`src/rtl/cp_period_meter.sv`:
```
// Period meter for the slow CP tick: synchronises CP, times rising edges in Clk cycles,
// and reports period, tolerance lock and stall. Optional glitch filter: CPMETER_DEBOUNCE_EN.
module cp_period_meter #(
    parameter int          CNT_W   = 27,
    parameter int unsigned NOMINAL = 100_000_000,
    parameter int unsigned TOL     = 1000,
    parameter int unsigned TIMEOUT = 120_000_000
) (
    input  logic             Clk,
    input  logic             Rst,
    input  logic             CP,
    output logic [CNT_W-1:0] Period,
    output logic             Valid,
    output logic             Locked,
    output logic             Timeout
);

`ifdef CPMETER_DEBOUNCE_EN
    localparam int DEPTH = 4;
`else
    localparam int DEPTH = 1;
`endif

    localparam logic [CNT_W-1:0] TIMEOUT_C = CNT_W'(TIMEOUT);
    localparam logic [CNT_W:0]   NOM_X     = (CNT_W+1)'(NOMINAL);
    localparam logic [CNT_W:0]   TOL_X     = (CNT_W+1)'(TOL);

    typedef enum logic [1:0] {WAIT_FIRST, MEASURE, STALLED} state_t;

    state_t           state_reg;
    logic [CNT_W-1:0] cnt_reg;
    logic [CNT_W-1:0] cnt_inc;
    logic [CNT_W:0]   cnt_wide;
    logic             in_tol;

    logic             sync1_reg;
    logic             sync2_reg;
    logic [DEPTH-1:0] hist_reg;
    logic [DEPTH-1:0] hist_next;
    logic             edge_next;
    logic             edge_reg;

    // History of the synchronised level; hist_reg[0] is the previous-value register.
    assign hist_next[0] = sync2_reg;
    genvar gi;
    generate
        for (gi = 1; gi < DEPTH; gi++) begin : g_hist
            assign hist_next[gi] = hist_reg[gi-1];
        end
    endgenerate

`ifdef CPMETER_DEBOUNCE_EN
    // Accept only after four consecutive high samples that follow a low one.
    assign edge_next = sync2_reg & (&hist_reg[2:0]) & ~hist_reg[3];
`else
    assign edge_next = sync2_reg & ~hist_reg[0];
`endif

    always_ff @(posedge Clk) begin
        if (Rst) begin
            sync1_reg <= 1'b0;
            sync2_reg <= 1'b0;
            hist_reg  <= '0;
            edge_reg  <= 1'b0;
        end else begin
            sync1_reg <= CP;
            sync2_reg <= sync1_reg;
            hist_reg  <= hist_next;
            edge_reg  <= edge_next;
        end
    end

    assign cnt_inc  = cnt_reg + CNT_W'(1);
    assign cnt_wide = {1'b0, cnt_inc};
    // Lower bound checked as period + TOL >= NOMINAL so a TOL above NOMINAL cannot underflow.
    assign in_tol   = ((cnt_wide + TOL_X) >= NOM_X) && (cnt_wide <= (NOM_X + TOL_X));

    always_ff @(posedge Clk) begin
        if (Rst) begin
            state_reg <= WAIT_FIRST;
            cnt_reg   <= '0;
            Period    <= '0;
            Valid     <= 1'b0;
            Locked    <= 1'b0;
            Timeout   <= 1'b0;
        end else begin
            Valid <= 1'b0;
            case (state_reg)
                WAIT_FIRST: begin
                    cnt_reg <= '0;
                    if (edge_reg) begin
                        state_reg <= MEASURE;
                    end
                end
                MEASURE: begin
                    if (edge_reg) begin
                        Period  <= cnt_inc;
                        Valid   <= 1'b1;
                        Locked  <= in_tol;
                        cnt_reg <= '0;
                    end else if (cnt_inc == TIMEOUT_C) begin
                        // Counter freezes here; Period keeps the last good measurement.
                        state_reg <= STALLED;
                        Timeout   <= 1'b1;
                        Locked    <= 1'b0;
                    end else begin
                        cnt_reg <= cnt_inc;
                    end
                end
                STALLED: begin
                    if (edge_reg) begin
                        state_reg <= MEASURE;
                        cnt_reg   <= '0;
                        Timeout   <= 1'b0;
                    end
                end
                default: begin
                    state_reg <= WAIT_FIRST;
                    cnt_reg   <= '0;
                end
            endcase
        end
    end

endmodule

```
`config.mk`:
```
export PLATFORM = sky130hd
export DESIGN_NAME = cp_period_meter
export DESIGN_NICKNAME = d
export VERILOG_FILES = /design/src/rtl/cp_period_meter.sv
export SDC_FILE = /design/constraint.sdc
export NUM_CORES = 1
export LEC_CHECK = 0
export CAP_MARGIN = 40
export CORE_UTILIZATION = 39
export DETAILED_ROUTE_END_ITERATION = 8
export GPL_TIMING_DRIVEN = 0
export SLEW_MARGIN = 30
export SYNTH_ARGS = -nofsm -noshare
export SYNTH_HDL_FRONTEND = slang
export SYNTH_SLANG_ARGS = --single-unit
```
`constraint.sdc`:
```
create_clock -name Clk -period 4.5 [get_ports Clk]
set_input_delay 0.9 -clock Clk [delete_from_list [all_inputs] [get_ports Clk]]
set_output_delay 0.9 -clock Clk [all_outputs]
set_load 0.01 [all_outputs]
```
**After elaboration in Yosys (flattened, before gate mapping)**

Cells that the tools add are included.

- Register bits after elaboration: 63
- Word-level logic and storage cells: 51
- Input port bits: 3
- Output and inout port bits: 30

- Reductions and logical operators: 11
- Mux-type cells: 15
- Bitwise operators: 3
- $lt $le $gt $ge: 2
- Equal/unequal tests: 8
- Add/subtract/negate cells: 2

Operator list:

| kind | count |
|---|---|
| $mux 27 | 3 |
| $pmux 27 s2 | 1 |
| $add 27x10->28 const B | 1 |
| $ge 28x27->1 const B | 1 |
| $add 27x1->27 const B | 1 |
| $eq 27x27->1 const B | 1 |
| $le 27x27->1 const B | 1 |
| $mux 1 | 6 |
| $mux 2 | 3 |
| $ne 2x2->1 const B | 3 |
| $reduce_and 2->1 | 3 |
| $pmux 2 s2 | 1 |
| $reduce_and 4->1 | 1 |
| $reduce_bool 2->1 | 2 |
| $reduce_or 2->1 | 2 |
| $ne 3x3->1 const B | 1 |
| $reduce_and 3->1 | 1 |
| $eq 2x1->1 const B | 1 |
| $eq 2x2->1 const B | 1 |
| $logic_not 2->1 | 1 |
| $ne 2x1->1 const B | 1 |
| $not 1->1 | 2 |
| $pmux 1 s2 | 1 |
| $and 1x1->1 | 1 |
| $logic_and 1x1->1 | 1 |

**Depth between registers and ports, before layout**

Gate-level depths: netlist of the first run.

- Word-level depth: 5
- Gate-level depth with buffers: 14
- Mapped depth without buffers: 11

**Worst setup path after synthesis of the first run**

Ideal clock, no wire load.

- Path type: reg-to-reg
- From: reg cnt_reg[0]
- To: reg cnt_reg[0]
- Stages on the path, launching flop included: 13
- Path buffers: 2
- Period minus slack after synthesis: 3.336 ns
- Data required time: 4.383 ns
- Setup slack: 1.164 ns
- Library setup time: 0.117 ns
- Data arrival time: 3.219 ns
- Path through: dfxtp_1 -> ha_1 -> buf_2 -> nand3_1 -> or4_4 -> or4_4 -> o2bb2ai_1 -> nand4b_4 -> or4_1 -> buf_4 -> xor2_1 -> a22oi_1 -> nor2_1

- Longest elaborated chain between the ends: 4
- Elaborated cells between the ends (all ways): 7
- Classes of those cells: add/sub (1); eq/ne (2); mux (3); reduce/logical (1)

RTL lines:

| what | line | text |
|---|---|---|
| from (decl) | 31 | `logic [CNT_W-1:0] cnt_reg;` |
| from (signal assigned) | 107 | `cnt_reg <= cnt_inc;` |
| $add 27x1->27 * | 73 | `assign cnt_inc = cnt_reg + CNT_W'(1);` |
| $eq 27x27->1 or $mux 27 (tied branches) | 101 | `end else if (cnt_inc == TIMEOUT_C) begin` |
| $ne 3x3->1 (no line) or $mux 27 (tied branches) | -- |  |
| $reduce_and 2->1 (no line) or $pmux 27 s2 (tied branches) | -- |  |

Every way passes the cells marked *; elsewhere a longest branch is shown, timed or not. The select of a mux whose other input is x is not followed.
A chain may end at the register's enable or synchronous reset.

**Final worst setup path of the first run**

- From: reg cnt_reg[0]
- To: reg cnt_reg[19]

Same word-level chain as after synthesis.

==> results of run 1 <==
## how the worst max path moves through the flow
stage,startpoint,end,slack [ns]
after floorplan,cnt_reg[0],cnt_reg[0],1.16
after global placement,cnt_reg[0],cnt_reg[19],0.46
after detailed placement,cnt_reg[0],cnt_reg[19],0.44
after CTS,cnt_reg[0],cnt_reg[19],0.43
after global routing,cnt_reg[0],cnt_reg[19],0.09
final,cnt_reg[0],cnt_reg[19],0.38
## layer usage
layer | routed length, µm | GRT usage | vias to the layer above
met2 | 5130 | 0.371 | 115
li1 | - | - | 1812
met3 | 664 | 0.0432 | 17
met4 | 222 | 0.0858 | 0
met1 | 5400 | 0.327 | 1772
met5 | 0 | 0 | -
## cell families after synthesis
group	Yosys count	synth area share
mux	1	0.00265
compound gates	105	0.211
xor+xnor	23	0.0533
flops	63	0.334
simple gates	220	0.330
fa+ha+maj	5	0.0166
buf+inv	43	0.0523
## final cells by class
| class | instances | area (µm²) |
|---|---|---|
| Sequential cell | 63 | 1260 |
| Clock inverter | 6 | 86.3 |
| Tap cell | 129 | 161 |
| Buffer | 36 | 171 |
| Clock buffer | 9 | 124 |
| Multi-Input combinational cell | 354 | 2320 |
| Inverter | 7 | 26.3 |
| Fill cell | 928 | 4860 |
| Timing Repair Buffer | 33 | 320 |
## placed cells by master (no fill, tap or decap), types with 7 or more instances in the layout
cell,n
a211oi_1,31
a21oi_1,12
and4_1,7
buf_2,10
clkbuf_1,24
clkbuf_8,9
clkdlybuf4s50_1,31
dfxtp_1,63
inv_1,7
nand2_1,32
nand3_1,36
nand4_1,12
nor2_1,47
nor2b_1,8
nor3_1,16
nor4_1,11
o21ai_0,9
o2bb2ai_1,10
or3_1,11
xnor2_1,14
xor2_1,9
## worst max-delay path: stages (launching register included)
cell and delay [ns]:
dfxtp_1 0.59, ha_1 0.21, buf_2 0.19, nand3_1 0.12
clkbuf_1 0.24, nor4_1 0.56, xnor2_1 0.35, o21ai_0 0.19
or4b_1 0.59, nor4_2 0.25, a21o_1 0.18, and2_1 0.11
buf_4 0.18, buf_8 0.16, o2bb2ai_1 0.12
## where the power goes
group | leakage, nW | switching [W] | internal (W) | total [W]
Sequential | 0.508 | 0.00000226 | 0.000560 | 0.000562
Combinational | 0.826 | 0.0000160 | 0.00000714 | 0.0000231
Clock | 0.105 | 0.000244 | 0.000308 | 0.000552
Total | 1.44 | 0.000262 | 0.000875 | 0.00114
## stage by stage
step | setup slack, ns | instance area [µm²]
after detailed placement | 0.443 | 4250
after global routing | 0.0940 | 4470
final | 0.376 | 4470
after floorplan | 1.16 | 3780
after global placement | 0.463 | 4250
after CTS | 0.425 | 4460
==> flow_metrics.tcl, run 1 <==
set metrics [dict create \
    placementRows 35 \
    layout-drive-gt1-share 0.0886 \
    cts_buffers 9 \
    ios 33 \
    wirelength_mm 11.4 \
    path_clk_slew_ns 0.07 \
    finalNonFillerCells 637 \
    synth.cell_area_um2 3780 \
    gp_congestion 0.925 \
    grt_pass1_vias 3368 \
    place.port_buffers 31 \
    ys_top_cells_by_count "63 x dfxtp_1, 47 x nor2_1, 36 x nand3_1" \
    drtAntennaViolNets 0 \
    synthDistinctLibCells 68 \
    skew_ns 0.0115 \
    start_kind "flip-flop" \
    cts_sinks 63 \
    vias 3716 \
    hold_viol_final 0 \
    synth_edf_count 0 \
    grt_pass1_wl_mm 18.2 \
    worst_skew_pair.late_latency_ns 0.35 \
    hold-worst-slack_ns 0.384 \
    cts_setup_buffers 0 \
    regToRegSetupSlack_ns 0.38 \
    timing.final.crit_share 0.916 \
    yosys_register_bits 63 \
    dp_cells 620 \
    syn_area_per_cell_um2 8.21 \
    ys.flop_type "dfxtp_1" \
    leakagePower_nw 1.44 \
    cts_buffer_depth 2 \
    ys_seq_area_frac 0.334 \
    grt_max_degree 12 \
    remaining_drc_errors 0 \
    required_ns 4.77 \
    cap_violations 0 \
    hold_path_class "flip-flop to flip-flop" \
    die_area_um2 10100 \
    endpoint_kind "flip-flop" \
    area.growth.synth_to_final_pct 18.3 \
    place_hpwl_mm 8.40 \
    max_freq_mhz 243 \
    ys_warn_count 0 \
    max-vdd-ir-drop_mv 0.123 \
    reg2reg_from "cnt_reg[0]" \
    r2r.worst_path.cells 14 \
    fin_nets 512 \
    start_util 0.405 \
    rsz0062_at_grt "no" \
    worstHoldPathCells 1 \
    synth_cells 460 \
    p_per_area_nw_per_um2 254 \
    min_period_ns 4.12 \
    maxSlewViolCount 0 \
    drtIter0Drc 202 \
    p_total_w 0.00114 \
    core_area_um2 9330 \
    setup_viol 0 \
    yosys.area.top_type "dfxtp_1" \
    avgViaCountPerCell 5.83 \
    synth_most_common_cell "dfxtp_1" \
    fin_setup_tns_ns 0 \
    grt-ovfl-total 0 \
    die_y_um 100 \
    cts_resized 0 \
    worst-path-max-fanout 10 \
    r2r_end "cnt_reg[19]" \
    async_reset_ff_frac 0 \
    path_class "flip-flop to flip-flop" \
    relSlewSlack 0.499 \
    synth.area.top_cells "dfxtp_1 33%, a211oi_1 6.2%, nand3_1 4.8%" \
    hold_path_end "edge_reg" \
    wl_per_cell_um 17.9 \
    fp.dieW_um 100 \
    utilization 0.479 \
    cp_data_arrival_time_ns 4.39 \
    synth.top_cell.area_share 0.334 \
    antenna_found_initial 0 \
    grtUsageTotal 0.238 \
    ctsHoldBuffers 0 \
    cts_root_buf "clkbuf_8" \
    status "finished, final reports clean" \
    diodes 0 \
    worstMarginPinSlew_ns 0.746 \
    dr.pass1.iters 6 \
    hp-start "hist_reg" \
    syn_nets 468 \
    cts_tree "built" \
    htree_num_levels 3 \
]
Power figures use the tool's default switching activity.
==> run 2: changes to the inputs <==
Settings changed: ABC_CLOCK_PERIOD_IN_PS from default to 4500, CORE_UTILIZATION 39 to 50, PLACE_DENSITY from default to 0.71.
==> run 2 against run 1 <==
Against the previous run:
- utilization increased by 12 points
- worst setup slack got worse by 0.0065 ns
- register-to-register slack about the same
- clock skew fell by 0.0025 ns
- first-iteration DRC count up 69%
- largest cell class unchanged
- die area decreased by 22%
==> flow_metrics.tcl, run 2 (synthesis results as in run 1) <==
set metrics [dict create \
    cts_resized 0 \
    fin_setup_tns_ns 0 \
    path_cells "ha_1, buf_2, nand3_1, clkbuf_1, nor4_1, xnor2_1, o21ai_0, or4b_1, nor4_2, a21o_1, and2_1, buf_4, buf_8, o2bb2ai_1" \
    drtIter0Drc 341 \
    remaining_drc_errors 0 \
    wirelength_mm 11.0 \
    grtUsageTotal 0.293 \
    placementRows 31 \
    final-seq-area_um2 1260 \
    cts_root_buf "clkbuf_8" \
    p_int_w 0.000767 \
    routed.top_layer "met4" \
    place.port_buffers 31 \
    ctsHoldBuffers 0 \
    grt_max_degree 12 \
    core_area_um2 7290 \
    max-vdd-ir-drop_mv 0.185 \
    cap_violations 0 \
    grt_pass1_vias 3358 \
    grt-ovfl-total 0 \
    critical-path-max-stage-delay_ns 0.62 \
    timing.final.crit_share 0.918 \
    hold-worst-slack_ns 0.393 \
    wirelength_met1_mm 5.03 \
    p_total_w 0.00102 \
    antenna_found_initial 0 \
    relSlewSlack 0.464 \
    cts_buffers 9 \
    wl_per_cell_um 18.1 \
    p_per_area_nw_per_um2 232 \
    final_common_cell "dfxtp_1" \
    worstMarginPinSlew_ns 0.798 \
    min_period_ns 4.13 \
    seqPwrFrac 0.553 \
    hold_viol_final 0 \
    final.fill_count 703 \
    clkPwrFrac 0.425 \
    layout-drive-gt1-share 0.0846 \
    cts_setup_buffers 0 \
    avgViaCountPerCell 6.28 \
    dr.pass1.iters 5 \
    path_clk_slew_ns 0.07 \
    die_area_um2 7910 \
    setup_viol 0 \
    rsz0062_at_grt "no" \
    required_ns 4.78 \
    fp.dieW_um 88.9 \
    slowest_stage "dfxtp_1" \
    comb_power_share 0.022 \
    status "finished, final reports clean" \
    htree_num_levels 3 \
    grt_pass1_wl_mm 17.2 \
    endpoint_kind "flip-flop" \
    leakagePower_nw 1.41 \
    switchingPower_w 0.000250 \
    place_hpwl_mm 8.13 \
    skew_ns 0.00903 \
    drtAntennaViolNets 0 \
    path_buf_inv 4 \
    path_class "flip-flop to flip-flop" \
    met3_length_um 811 \
    start_kind "flip-flop" \
    die_y_um 88.9 \
    wl_met2_mm 4.80 \
    vias 3811 \
    switching_share 0.246 \
    start_util 0.518 \
    cts_buffer_depth 2 \
    gp_congestion 0.969 \
    utilization 0.601 \
    diodes 0 \
    worst_skew_pair.late_latency_ns 0.35 \
    area.growth.synth_to_final_pct 16.0 \
    maxSlewViolCount 0 \
    cpLargestDelayFamily "simple AND/OR/NAND/NOR gates" \
    cts_tree "built" \
    max_freq_mhz 242 \
    worst-path-max-fanout 10 \
    cts_sinks 63 \
    cp_data_arrival_time_ns 4.41 \
    final_cell_mix "63 x dfxtp_1, 47 x nor2_1, 36 x nand3_1" \
    ios 33 \
    multiInputGateArea_um2 2320 \
    hold_path_class "flip-flop to flip-flop" \
    fin_nets 511 \
]
## run 2: layout make-up
cell class                 count  share of cell area
clock inverter                 5             0.00799
sequential                    63               0.288
timing repair buffer          32              0.0719
inverter                       7             0.00599
buffer                        36              0.0391
clock buffer                  11              0.0300
multi-input combinational    354               0.529
tap                           99              0.0283
## run 2: power groups by stage
stage | clock network, W | registers [W] | logic [W]
after CTS | 0.000437 | 0.000562 | 0.0000224
after global routing | 0.000463 | 0.000563 | 0.0000247
final | 0.000432 | 0.000562 | 0.0000225
after detailed placement | 0 | 0.000575 | 0.0000222
after floorplan | 0 | 0.000575 | 0.0000132
after global placement | 0 | 0.000575 | 0.0000221
## run 2: worst paths after layout
| check | startpoint | endpoint | slack (ns) | cells past startpoint |
|---|---|---|---|---|
| max reg2reg | cnt_reg[0] | cnt_reg[20] | 0.37 | 14 |
| min reg2reg | hist_reg | edge_reg | 0.39 | 1 |
| max | cnt_reg[0] | cnt_reg[20] | 0.37 | 14 |
| min | hist_reg | edge_reg | 0.39 | 1 |
## run 2: stage by stage
stage / cell area [µm²] / setup WS (ns) / cells
after floorplan: 3780 / 1.16 / 460
after global placement: 4210 / 0.553 / 590
after detailed placement: 4210 / 0.491 / 590
after CTS: 4380 / 0.464 / 606
after global routing: 4380 / 0.114 / 607
final: 4380 / 0.370 / 607
## run 2: per-layer routing
| layer | GRT usage | vias up |
|---|---|---|
| li1 | - | 1815 |
| met1 | 0.401 | 1795 |
| met2 | 0.447 | 166 |
| met3 | 0.0517 | 35 |
| met4 | 0.141 | 0 |
| met5 | 0 | - |
